===== config.mk =====
export PLATFORM = sky130hd
export DESIGN_NAME = epl_write_demux_sub_flat
export DESIGN_NICKNAME = d
export VERILOG_FILES = /design/src/rtl/epl_write_demux_sub_if.sv /design/src/rtl/epl_write_demux_sub.sv /design/src/flat_wrapper.sv
export SDC_FILE = /design/constraint.sdc
export NUM_CORES = 1
export LEC_CHECK = 0
export CORE_AREA = 10 10 84 86
export CTS_BUF_LIST = sky130_fd_sc_hd__clkbuf_16
export CTS_CLUSTER_SIZE = 40
export DETAILED_ROUTE_END_ITERATION = 16
export DIE_AREA = 0 0 94 96
export GPL_ROUTABILITY_DRIVEN = 0
export HOLD_SLACK_MARGIN = 0.1
export PLACE_DENSITY_LB_ADDON = 0.12
export SYNTH_ARGS = -nofsm -noshare
export SYNTH_HDL_FRONTEND = slang
export SYNTH_SLANG_ARGS = --single-unit

===== constraint.sdc =====
create_clock -name pClk_i -period 4.4 [get_ports pClk_i]
set_input_delay 0.66 -clock pClk_i [delete_from_list [all_inputs] [get_ports pClk_i]]
set_output_delay 0.66 -clock pClk_i [all_outputs]
set_load 0.05 [all_outputs]

===== src/rtl/epl_write_demux_sub_if.sv =====
// Write-request / status bundle between the macro controller and epl_write_demux_sub.
// pBwe_i exists only when EPL_WR_BITMASK_EN is defined.
`ifndef TWORD_WIDTH
`define TWORD_WIDTH 8
`endif
`ifndef MUX
`define MUX 2
`endif
`ifndef COLUMN
`define COLUMN (`TWORD_WIDTH * `MUX)
`endif
`ifndef ADDR_AYO
`define ADDR_AYO 2
`endif

interface epl_write_demux_sub_if;
    logic                    pWrite_i;
    logic [`TWORD_WIDTH-1:0] pDi_i;
    logic [`ADDR_AYO-1:0]    pAcy2_i;
`ifdef EPL_WR_BITMASK_EN
    logic [`TWORD_WIDTH-1:0] pBwe_i;
`endif
    logic [`COLUMN-1:0]      pDti_o;
    logic [`COLUMN-1:0]      pCen_o;
    logic                    pWpls_o;
    logic                    pBusy_o;
    logic                    pWdone_o;
    logic                    pWerr_o;

    modport master (
        output pWrite_i, pDi_i, pAcy2_i,
`ifdef EPL_WR_BITMASK_EN
        output pBwe_i,
`endif
        input  pDti_o, pCen_o, pWpls_o, pBusy_o, pWdone_o, pWerr_o
    );

    modport slave (
        input  pWrite_i, pDi_i, pAcy2_i,
`ifdef EPL_WR_BITMASK_EN
        input  pBwe_i,
`endif
        output pDti_o, pCen_o, pWpls_o, pBusy_o, pWdone_o, pWerr_o
    );
endinterface


===== src/rtl/epl_write_demux_sub.sv =====
// Write-path column demux: spreads a word onto even/odd columns and sequences setup/pulse/hold.
// Per-bit write mask is compiled in when EPL_WR_BITMASK_EN is defined.
`ifndef TWORD_WIDTH
`define TWORD_WIDTH 8
`endif
`ifndef MUX
`define MUX 2
`endif
`ifndef COLUMN
`define COLUMN (`TWORD_WIDTH * `MUX)
`endif
`ifndef ADDR_AYO
`define ADDR_AYO 2
`endif

module epl_write_demux_sub #(
    parameter int unsigned WPULSE_CYC = 4
) (
    input logic                  pClk_i,
    input logic                  nRst_i,
    epl_write_demux_sub_if.slave wr_io
);
    localparam int unsigned Tw  = `TWORD_WIDTH;
    localparam int unsigned Col = `COLUMN;
    localparam int unsigned Ayo = `ADDR_AYO;

    typedef enum logic [1:0] {StIdle, StSetup, StPulse, StHold} state_e;

    state_e         state_q, state_d;
    logic [7:0]     cnt_q, cnt_d;
    logic [Tw-1:0]  data_q, data_d;
    logic [Tw-1:0]  en_q, en_d;
    logic [Ayo-1:0] sel_q, sel_d;

    logic [Col-1:0] dti_q, dti_d;
    logic [Col-1:0] cen_q, cen_d;
    logic           wpls_q, wpls_d;
    logic           busy_q, busy_d;
    logic           wdone_q, wdone_d;
    logic           werr_q, werr_d;

    logic           sel_ok;
    logic [Tw-1:0]  en_in;

    assign sel_ok = (wr_io.pAcy2_i == 2'b01) || (wr_io.pAcy2_i == 2'b10);

`ifdef EPL_WR_BITMASK_EN
    assign en_in = wr_io.pBwe_i;
`else
    assign en_in = '1;
`endif

    always_comb begin
        state_d = state_q;
        cnt_d   = cnt_q;
        data_d  = data_q;
        en_d    = en_q;
        sel_d   = sel_q;
        werr_d  = 1'b0;

        unique case (state_q)
            StIdle: begin
                if (wr_io.pWrite_i) begin
                    if (sel_ok) begin
                        data_d  = wr_io.pDi_i;
                        en_d    = en_in;
                        sel_d   = wr_io.pAcy2_i;
                        state_d = StSetup;
                    end else begin
                        werr_d = 1'b1;
                    end
                end
            end
            StSetup: begin
                cnt_d   = 8'(WPULSE_CYC - 1);
                state_d = StPulse;
            end
            StPulse: begin
                if (cnt_q == 8'd0) begin
                    state_d = StHold;
                end else begin
                    cnt_d = cnt_q - 8'd1;
                end
            end
            StHold: begin
                state_d = StIdle;
            end
            default: begin
                state_d = StIdle;
            end
        endcase

        // A request while the engine is occupied is dropped; the running write continues.
        if (wr_io.pWrite_i && (state_q != StIdle)) begin
            werr_d = 1'b1;
        end
    end

    // Outputs are computed from next-state values so that every output is a plain register.
    always_comb begin
        dti_d = '0;
        cen_d = '0;
        if (state_d != StIdle) begin
            for (int i = 0; i < int'(Tw); i++) begin
                dti_d[2*i]   = (sel_d == 2'b01) & data_d[i] & en_d[i];
                cen_d[2*i]   = (sel_d == 2'b01) & en_d[i];
                dti_d[2*i+1] = (sel_d == 2'b10) & data_d[i] & en_d[i];
                cen_d[2*i+1] = (sel_d == 2'b10) & en_d[i];
            end
        end
        busy_d  = (state_d != StIdle);
        wpls_d  = (state_d == StPulse);
        wdone_d = (state_d == StHold);
    end

    always_ff @(posedge pClk_i or negedge nRst_i) begin
        if (!nRst_i) begin
            state_q <= StIdle;
            cnt_q   <= '0;
            data_q  <= '0;
            en_q    <= '0;
            sel_q   <= '0;
            dti_q   <= '0;
            cen_q   <= '0;
            wpls_q  <= 1'b0;
            busy_q  <= 1'b0;
            wdone_q <= 1'b0;
            werr_q  <= 1'b0;
        end else begin
            state_q <= state_d;
            cnt_q   <= cnt_d;
            data_q  <= data_d;
            en_q    <= en_d;
            sel_q   <= sel_d;
            dti_q   <= dti_d;
            cen_q   <= cen_d;
            wpls_q  <= wpls_d;
            busy_q  <= busy_d;
            wdone_q <= wdone_d;
            werr_q  <= werr_d;
        end
    end

    assign wr_io.pDti_o   = dti_q;
    assign wr_io.pCen_o   = cen_q;
    assign wr_io.pWpls_o  = wpls_q;
    assign wr_io.pBusy_o  = busy_q;
    assign wr_io.pWdone_o = wdone_q;
    assign wr_io.pWerr_o  = werr_q;
endmodule


===== src/flat_wrapper.sv =====
// flat-port wrapper written by rule: the top's interface ports become plain ports
module epl_write_demux_sub_flat 
#(
    parameter int unsigned WPULSE_CYC = 4
)
  (pClk_i, nRst_i, wr_io_pWrite_i, wr_io_pDi_i, wr_io_pAcy2_i, wr_io_pDti_o, wr_io_pCen_o, wr_io_pWpls_o, wr_io_pBusy_o, wr_io_pWdone_o, wr_io_pWerr_o);
  epl_write_demux_sub_if wr_io_i ();
  input logic pClk_i;
  input logic nRst_i;
  input wire logic [$bits(wr_io_i.pWrite_i)-1:0] wr_io_pWrite_i;
  input wire logic [$bits(wr_io_i.pDi_i)-1:0] wr_io_pDi_i;
  input wire logic [$bits(wr_io_i.pAcy2_i)-1:0] wr_io_pAcy2_i;
  output wire logic [$bits(wr_io_i.pDti_o)-1:0] wr_io_pDti_o;
  output wire logic [$bits(wr_io_i.pCen_o)-1:0] wr_io_pCen_o;
  output wire logic [$bits(wr_io_i.pWpls_o)-1:0] wr_io_pWpls_o;
  output wire logic [$bits(wr_io_i.pBusy_o)-1:0] wr_io_pBusy_o;
  output wire logic [$bits(wr_io_i.pWdone_o)-1:0] wr_io_pWdone_o;
  output wire logic [$bits(wr_io_i.pWerr_o)-1:0] wr_io_pWerr_o;
  assign wr_io_i.pWrite_i = wr_io_pWrite_i;
  assign wr_io_i.pDi_i = wr_io_pDi_i;
  assign wr_io_i.pAcy2_i = wr_io_pAcy2_i;
  assign wr_io_pDti_o = wr_io_i.pDti_o;
  assign wr_io_pCen_o = wr_io_i.pCen_o;
  assign wr_io_pWpls_o = wr_io_i.pWpls_o;
  assign wr_io_pBusy_o = wr_io_i.pBusy_o;
  assign wr_io_pWdone_o = wr_io_i.pWdone_o;
  assign wr_io_pWerr_o = wr_io_i.pWerr_o;
  epl_write_demux_sub #(.WPULSE_CYC(WPULSE_CYC)) u_core (.pClk_i(pClk_i), .nRst_i(nRst_i), .wr_io(wr_io_i));
endmodule

==> results of run 1 <==
[cells in the mapped netlist (all sizes together)]
| cell type | instances | area [um2] |
|---|---|---|
| dfrtp | 64 | 1600 |
| nor2 | 46 | 178 |
| inv | 17 | 63.8 |
| a21o | 9 | 67.6 |
| a31oi | 9 | 56.3 |
| nand2 | 8 | 30.0 |
| nor3b | 8 | 60.1 |
| o21ai | 6 | 30.0 |
| ha | 5 | 62.6 |
| nor3 | 5 | 25.0 |
| buf | 4 | 38.8 |
| clkbuf | 4 | 15.0 |
| nand3 | 4 | 20.0 |
| o31ai | 4 | 43.8 |
| a21oi | 3 | 15.0 |
| o211ai | 3 | 32.5 |
| nand2b | 2 | 12.5 |
| nor4 | 2 | 12.5 |
| xnor2 | 2 | 17.5 |
| a311o | 1 | 10.0 |
| and3b | 1 | 8.76 |
| mux2 | 1 | 11.3 |
| mux2i | 1 | 10.0 |
| nand3b | 1 | 7.51 |
| nor4b | 1 | 15.0 |
| o21a | 1 | 7.51 |
| o22ai | 1 | 6.26 |
| or2 | 1 | 6.26 |
| or4 | 1 | 11.3 |
| or4b | 1 | 10.0 |
| or4bb | 1 | 11.3 |
[state kept, by name, indices dropped and copies added, names as in the netlist]
register               count
u_core.wr_io.pWdone_o      1
u_core.state_q             2
u_core.wr_io.pDti_o       16
u_core.wr_io.pCen_o       16
u_core.data_q              8
u_core.wr_io.pWerr_o       1
u_core.wr_io.pWpls_o       1
u_core.cnt_q               8
u_core.sel_q               2
u_core.en_q                8
u_core.wr_io.pBusy_o       1
[final timing paths]
| check | from | to | slack, ps | cells past startpoint |
|---|---|---|---|---|
| min in group pClk_i | u_core.data_q[4]$_DFF_PN0_ | u_core.data_q[4]$_DFF_PN0_ | 480 | 1 |
| max in group asynchronous | nRst_i | u_core.state_q[1]$_DFF_PN0_ | 3100 | 2 |
| max | wr_io_pAcy2_i[1] | u_core.wr_io.pCen_o[1]$_DFF_PN0_ | 1260 | 5 |
| min reg2reg | u_core.data_q[4]$_DFF_PN0_ | u_core.data_q[4]$_DFF_PN0_ | 480 | 1 |
| max reg2reg | u_core.state_q[0]$_DFF_PN0_ | u_core.wr_io.pCen_o[1]$_DFF_PN0_ | 2040 | 6 |
| min | nRst_i | u_core.cnt_q[5]$_DFFE_PN0P_ | 430 | 1 |
[worst max-delay path: stages]
cell and delay (ps):
clkdlybuf4s50_1 490, xnor2_1 820, o21ai_0 430, o211ai_2 790, nor2_1 130
[power breakdown]
group          switching [mW]  internal [mW]  total, mW
Sequential             0.0941          0.764      0.858
Combinational           0.666          0.349       1.02
Clock                   0.252          0.496      0.748
[final cells by class]
class / instances / area, um2
Tap cell: 72 / 90.1
Clock buffer: 9 / 225
Inverter: 17 / 63.8
Multi-Input combinational cell: 128 / 778
Fill cell: 467 / 2070
Sequential cell: 64 / 1600
Timing Repair Buffer: 49 / 483
Clock inverter: 7 / 95.1
[layer usage]
metal,track usage (%),wire length (um),share of wire [%]
met3,5.37,356,6.6
met1,14.7,2260,42
met2,21.0,2650,49
met5,0,0,0
met4,7.22,95,1.8
[cells by family (layout without fill, tap and decap cells)]
family / after synthesis / count (layout)
AO/OA/AOI/OAI: 37 / 37
XOR/XNOR: 2 / 2
adder cells (fa/ha/maj): 5 / 5
buffers and inverters: 25 / 82
flip-flops: 64 / 64
multiplexers: 2 / 2
AND/OR/NAND/NOR: 82 / 82
==> flow_summary.ini, run 1 <==
[outcome]
outcome = complete, no violations

[setup_path]
cp-end-kind = flip-flop
critPathMaxFanout = 16
critPathKind = in2reg
cp-start-kind = primary input
critPathRequiredTime_ps = 4580
worstPathArrival_ps = 3320

[placed_design]
place_area_mm2 = 0.00302
dp_hpwl_mm = 3.80
place_ws_ps = 915
dpl.cell_count = 330
io_buffers = 48

[yosys]
synth_top_family_by_area = simple AND/OR/NAND/NOR gates
synth_adder_area_share_pct = 2.51
synth-simple-area-share_pct = 16.3
yosysWarningCount = 0
synthMuxAreaShare_pct = 0.852
synth_compound_area_share_pct = 10.8
avgSynthCellArea_um2 = 11.5
yosysUniqueCellTypes = 35
synth-seq-cells = 64
synth.yosys.seq_area_share_pct = 64.1
syn_nets = 235
netlist_area_mm2 = 0.00250
yosys.area_share.xor_xnor_pct = 0.701
synth_cells = 217

[sta]
grt_setup_unrepaired = no
finClkSkew_ps = 9.09
layout_min_cycle_time_ps = 3140
period_share_pct = 71.4
whs_ps = 431
setup_viol = 0
worstMarginPinSlew_ps = 973
finalHoldViolCount = 0
max_slew_margin_pct = 34.7
finalSetupTns_ps = 0
slew_viol_final = 0
max_freq_ghz = 0.318
worst_slack_ps = 1260

[flow_run]
maxCapViolCount = 0

[cells_and_area]
layout_commonest_cell = dfrtp_1
layout-drive-gt1-share_pct = 9.85
fin_area_mm2 = 0.00334
antennaDiodeCount = 0
final_cell_mix = 64 x dfrtp_1, 47 x clkdlybuf4s50_1, 44 x nor2_1, 17 x inv_1
final_util_pct = 61.7
layout.cells.non_filler = 346
area_delta_synth_final_pct = 33.6
final_nets = 287

[clock_network]
clockBufferDepth = 2
cts_tree = done
cts_made_buffers = 9
cts_hold_buffers = 0
htree_levels = 3
clk_pin_slew_ps = 60
cts.sinks = 64
cts_resized = 0
post_cts_buffers = 0
clock_latency_ps = 330
cts_root_buf = clkbuf_16

[power]
leakagePower_nw = 1.51
peakVddDrop_mv = 0.437
power_density_mw_per_mm2 = 786
fin_total_pwr_mw = 2.62

[drt]
drt_iter0_drc = 22
totalWireLength_mm = 5.36
wl_per_cell_um = 15.5
drcViolationCount = 0
viasPerCell = 4.92
drtPass1Iterations = 4
ant_nets = 0
vias = 1702

[global_route]
gr-usage-all-layers_pct = 13.1
antenna_found_initial = 0
grt_max_degree = 38
grt_pass1_wl_mm = 9.16
grt_overflow_total = 0
grt_pass1_vias = 1821

[floorplanning]
die_w_um = 94
start_util_pct = 46.2
fp.dieH_um = 96
core-area_mm2 = 0.00541
rows = 27
die-area_mm2 = 0.00902
ios = 49

[worst_hold_path]
hold_path_class = in2async
Power figures use the tool's default switching activity.
==> run 2, diff against run 1 <==
Clock period 4.4 ns to 2.95 ns, I/O delays scaled along.
==> run 2 against run 1 <==
Net effect:
- sequential power up 49%
- count of clock-buffer cells in the layout did not move
- core utilization rose by 0.58 points
- critical path depth is 1 higher
- die area unchanged
- routed wire length shrank 2.8%
- global-route usage down 0.63 points
- register-to-register slack worse by 1500 ps
- combinational power up 49%
- non-clock buffer count rose by 1
==> flow_summary.ini, run 2 (synthesized netlist as in run 1, its figures left out) <==
[setup_path]
crit_start = u_core.state_q[0]$_DFF_PN0_
rr_startpoint = u_core.state_q[0]$_DFF_PN0_
worstPathArrival_ps = 2620
reg2reg_slack_ps = 560
reg2reg_depth = 6
cp-end-kind = flip-flop
reg2reg_to = u_core.wr_io.pCen_o[4]$_DFF_PN0_
critPathKind = reg2reg
cp-start-kind = flip-flop
critPathMaxFanout = 16
critPathRequiredTime_ps = 3190
setup.worst_path.end = u_core.wr_io.pCen_o[4]$_DFF_PN0_

[sta]
finClkSkew_ps = 4.81
setup_viol = 0
finalHoldViolCount = 0
slew_viol_final = 0
layout_min_cycle_time_ps = 2390
grt_setup_unrepaired = no
finalSetupTns_ps = 0
worstMarginPinSlew_ps = 864
period_share_pct = 80.9
worst_slack_ps = 564
max_freq_ghz = 0.419
max_slew_margin_pct = 42.2

[global_route]
grt_pass1_wl_mm = 8.74
antenna_found_initial = 0
gr-usage-all-layers_pct = 12.5
grt_overflow_total = 0
grt_pass1_vias = 1746
grt_max_degree = 65

[drt]
viasPerCell = 5.00
wl_per_cell_um = 15.0
drt_iter0_drc = 51
ant_nets = 0
vias = 1734
drcViolationCount = 0
drtPass1Iterations = 4
totalWireLength_mm = 5.21

[power]
peakVddDrop_mv = 0.649
leakagePower_nw = 1.52
power_density_mw_per_mm2 = 1190

[cells_and_area]
layout_commonest_cell = dfrtp_1
final_cell_mix = 64 x dfrtp_1, 47 x clkdlybuf4s50_1, 44 x nor2_1, 17 x inv_1
antennaDiodeCount = 0
fin_area_mm2 = 0.00337
area_delta_synth_final_pct = 34.9
final_nets = 288
layout.cells.non_filler = 347
layout-drive-gt1-share_pct = 9.82

[placed_design]
dpl.cell_count = 331
dp_hpwl_mm = 3.67
place_ws_ps = 472
place_area_mm2 = 0.00302
io_buffers = 48

[clock_network]
post_cts_buffers = 0
cts.sinks = 64
clockBufferDepth = 2
cts_hold_buffers = 0
cts_resized = 0
htree_levels = 3
clock_latency_ps = 320
cts_made_buffers = 9
cts_root_buf = clkbuf_16
cts_tree = done
clk_pin_slew_ps = 50

[floorplanning]
die_w_um = 94
ios = 49
core-area_mm2 = 0.00541
fp.dieH_um = 96
start_util_pct = 46.2
rows = 27
die-area_mm2 = 0.00902

[worst_hold_path]
hold_path_class = in2async

[flow_run]
maxCapViolCount = 0

[outcome]
outcome = complete, no violations
run 2: cell count changes in the layout (fill, tap and decap cells not counted), sizes merged:
cell	delta
buf	+1
bufinv	+1
clkinv	-1
run 2: worst min path at each step:
stage                                     startpoint                          end  slack [ps]  depth (start not counted)
after floorplan                               nRst_i  u_core.cnt_q[0]$_DFFE_PN0P_         150                          0
final                                         nRst_i  u_core.cnt_q[6]$_DFFE_PN0P_         270                          2
after global placement    u_core.data_q[2]$_DFF_PN0_   u_core.data_q[2]$_DFF_PN0_         460                          1
after detailed placement  u_core.data_q[2]$_DFF_PN0_   u_core.data_q[2]$_DFF_PN0_         470                          1
after global routing                          nRst_i  u_core.cnt_q[6]$_DFFE_PN0P_         360                          2
after CTS                                     nRst_i  u_core.cnt_q[5]$_DFFE_PN0P_         320                          2
run 2: routing by layer:
metal  vias to the layer above  share of wire, %  GRT usage, %  wire [um]
li1                        843                 -             -          -
met1                       839                44          15.2       2280
met2                        41                48          18.8       2480
met3                        11               6.4          4.36        332
met4                         0               2.3          7.72        121
met5                         -                 0             0          0
run 2: where the power goes:
group | internal (mW) | total (mW) | leakage [nW] | switching [mW]
combinational | 0.523 | 1.52 | 0.560 | 0.999
sequential | 1.14 | 1.28 | 0.796 | 0.138
clock | 0.826 | 1.20 | 0.164 | 0.373
total | 2.49 | 4.00 | 1.52 | 1.51
run 2: cell type report:
class	count	area, um2
clock buffer	9	225
clock inverter	7	119
fill	426	2040
inverter	17	63.8
multi-input combinational	128	778
sequential	64	1600
tap	72	90.1
timing repair buffer	50	490
run 2: worst max-delay path: stages (launching register included):
cell	delay, ps
dfrtp_1	400
inv_1	110
ha_1	310
or4bb_1	570
o31ai_4	270
o211ai_2	390
nor2_1	240
run 2: stage by stage:
step	util, %	hold slack, ps	total power, mW
after floorplan	-	147	2.39
after global placement	55.9	460	2.80
after detailed placement	55.9	471	2.83
after CTS	62.3	315	4.04
after global routing	62.3	360	4.22
final	62.3	274	4.00
==> variant (flow settings as in run 2) <==
Make the reset (`nRst_i`) synchronous in one clocked block.
--- a/src/rtl/epl_write_demux_sub.sv
+++ b/src/rtl/epl_write_demux_sub.sv
@@ -113,7 +113,7 @@
         wdone_d = (state_d == StHold);
     end
 
-    always_ff @(posedge pClk_i or negedge nRst_i) begin
+    always_ff @(posedge pClk_i) begin
         if (!nRst_i) begin
             state_q <= StIdle;
             cnt_q   <= '0;
Function: differs if nRst_i is asserted again (counterexample within 4 cycles, from zero or initial values and one cycle with nRst_i low); with nRst_i held inactive, the same outputs for 10 cycles.
==> variant against run 2 <==
- fmax increased by 12%
- synthesized area down 5.2%
- non-clock buffer count rose by 4
- first-iteration DRC count is 67% higher
- cell area is 5.8% lower
- count of clock-buffer cells in the layout did not move
- synthesized cell count is 12% higher
- register-to-register slack gained 0.29 ns
- die area unchanged
- setup slack better by 0.26 ns
- routed wire length rose by 7.7%
- sequential cell count did not move
- via count grew 12%
Power is not compared: it rests on default switching activity, and its combinational part moved more than twofold at a synthesized area within 25%.
==> variant: results (changes against run 2) <==
status=complete, no violations (unchanged); Post-DP HPWL=3.920 mm (was 3.666 mm); total track usage=0.1368 (was 0.1251); post-synthesis async set-or-reset flop share=0 (was 1.000); n_diodes=0 (unchanged); setup bufs post-CTS=0 (unchanged); Slew HR=0.5432 (was 0.4220); drt wl/cell=15.05 um (was 15.02 um); DRT Pass-1 Iters=4 (unchanged); CP endpoint=u_core.wr_io.pCen_o[14]$_SDFF_PN0_ (was u_core.wr_io.pCen_o[4]$_DFF_PN0_); Hold Crit Class=reg -> reg (was in -> async); total number of vias=1938 (was 1734); reg-to-reg endpoint=u_core.wr_io.pCen_o[14]$_SDFF_PN0_ (was u_core.wr_io.pCen_o[4]$_DFF_PN0_); R2R depth=7 (was 6); Longest Clk Path Bufs=2 (unchanged); Adder-Cell Fraction of Synth Area=0.02641 (was 0.02505); commonest cells in the synthesized netlist=dfxtp_1 (64), nand2_1 (25), nor3_1 (19) (was dfrtp_1 (64), nor2_1 (44), inv_1 (17)); worst skew pair latency=0.32 ns (about the same); vias in the first global route=1952 (was 1746); CP arrival=2.30 ns (was 2.62 ns); Sw Ratio=0.3035; post-synthesis mux area share=0 (was 0.008517); Layout fillers=497 (was 426); Yosys warnings=0 (unchanged); Crit Reg-Reg Startpoint=u_core.state_q[0]$_SDFF_PN0_ (was u_core.state_q[0]$_DFF_PN0_); Root Driver=clkbuf_16 (unchanged); WL final=5.612 mm (was 5.212 mm); Clock transition at path regs=0.05 ns (about the same); critical path startpoint=wr_io_pAcy2_i[1] (was u_core.state_q[0]$_DFF_PN0_); Leakage=between 1 and 1.5 nW; cell area after placement=2920 um^2 (was 3024 um^2); DP Cell Count=358 (was 331); port buffer count=48 (unchanged); Final nets=315 (was 288); syn_nets=262 (was 235); post-cts sizing count=0 (unchanged); first-pass GRT wire length=9.604 mm (was 8.742 mm); Synth Area in XOR/XNOR=0.01057 (was 0.007014); CTS buffer count=9 (unchanged); share of layout cells above drive strength 1=0.1229 (was 0.09818); Synth Area in Compound Gates=0.1352 (was 0.1077); largest family of logic cells by synthesized area=simple AND/OR/NAND/NOR gates (unchanged); Cells after Synth=244 (was 217); initial antenna violation count=0 (unchanged); Synth area leaders=dfxtp_1 (54%), nor3_1 (4.0%), nand2_1 (4.0%) (was dfrtp_1 (64%), nor2_1 (6.6%), a21o_1 (2.7%)); largest net degree at the start of global routing=21 (was 65); H-tree depth=3 (unchanged); Max FO, Critical Path=14 (was 16); r2r setup slk=0.85 ns (was 0.56 ns); Seq/Total Area, Yosys=0.5409 (was 0.6413); Synth cell types=48 (was 35); Max IR drop VDD=469.3 uV; DR iter-0 viols=85 (was 51); worst clock skew=0.005552 ns (was 0.004808 ns)
==> variant: cells by family after synthesis <==
| kind of cell | after synthesis |
|---|---|
| AOI/OAI and AO/OA | 51 |
| xor gates and xnor gates | 2 |
| buffers and inverters | 26 |
| adders and majority gates | 5 |
| DFF | 64 |
| and+or+nand+nor | 96 |
==> variant: area by class of cell <==
type | instances | area share
timing repair buffer | 54 | 0.1656
sequential | 64 | 0.4036
tap | 72 | 0.02838
clock buffer | 9 | 0.07095
clock inverter | 6 | 0.009066
multi-input combinational | 154 | 0.3059
inverter | 14 | 0.01656
==> variant: how the worst min path moves through the flow <==
stage	start	to	slack (ns)	cells past startpoint
final	u_core.data_q[2]$_SDFF_PN0_	u_core.data_q[2]$_SDFF_PN0_	0.46	2
after floorplan	u_core.data_q[0]$_SDFF_PN0_	u_core.data_q[0]$_SDFF_PN0_	0.44	2
after global routing	u_core.data_q[2]$_SDFF_PN0_	u_core.data_q[2]$_SDFF_PN0_	0.48	2
after CTS	u_core.data_q[1]$_SDFF_PN0_	u_core.data_q[1]$_SDFF_PN0_	0.45	2
after global placement	u_core.data_q[0]$_SDFF_PN0_	u_core.data_q[0]$_SDFF_PN0_	0.44	2
after detailed placement	u_core.data_q[3]$_SDFF_PN0_	u_core.data_q[3]$_SDFF_PN0_	0.45	2
==> variant: metal layers <==
layer	part of all wire	global-route usage
met5	0	0
met4	0.012	0.05316
met3	0.080	0.06070
met2	0.44	0.2114
met1	0.46	0.1639
==> variant: power groups by stage <==
stage | logic [W] | clock network [W] | registers, W
2_1_floorplan | 0.000320 | 0 | 0.00103
4_1_cts | 0.000506 | 0.000913 | 0.000962
6_report | 0.000500 | 0.000902 | 0.000962
3_5_place_dp | 0.000503 | 0 | 0.000979
5_1_grt | 0.000559 | 0.000959 | 0.000969
3_3_place_gp | 0.000500 | 0 | 0.000978
==> variant: worst max-delay path, stage by stage <==
cell	delay (ns)
clkdlybuf4s50_1	0.54
xnor2_1	0.34
o21ai_2	0.14
nor3_4	0.46
buf_4	0.29
nor3_1	0.07
==> variant: metrics by stage <==
stage / utilization / setup WS, ns
finish: 0.5873 / 0.8255
global route: 0.5873 / 0.6992
CTS: 0.5873 / 0.8188
detailed placement: 0.5403 / 0.4974
global placement: 0.5403 / 0.5196
floorplan: - / 1.252
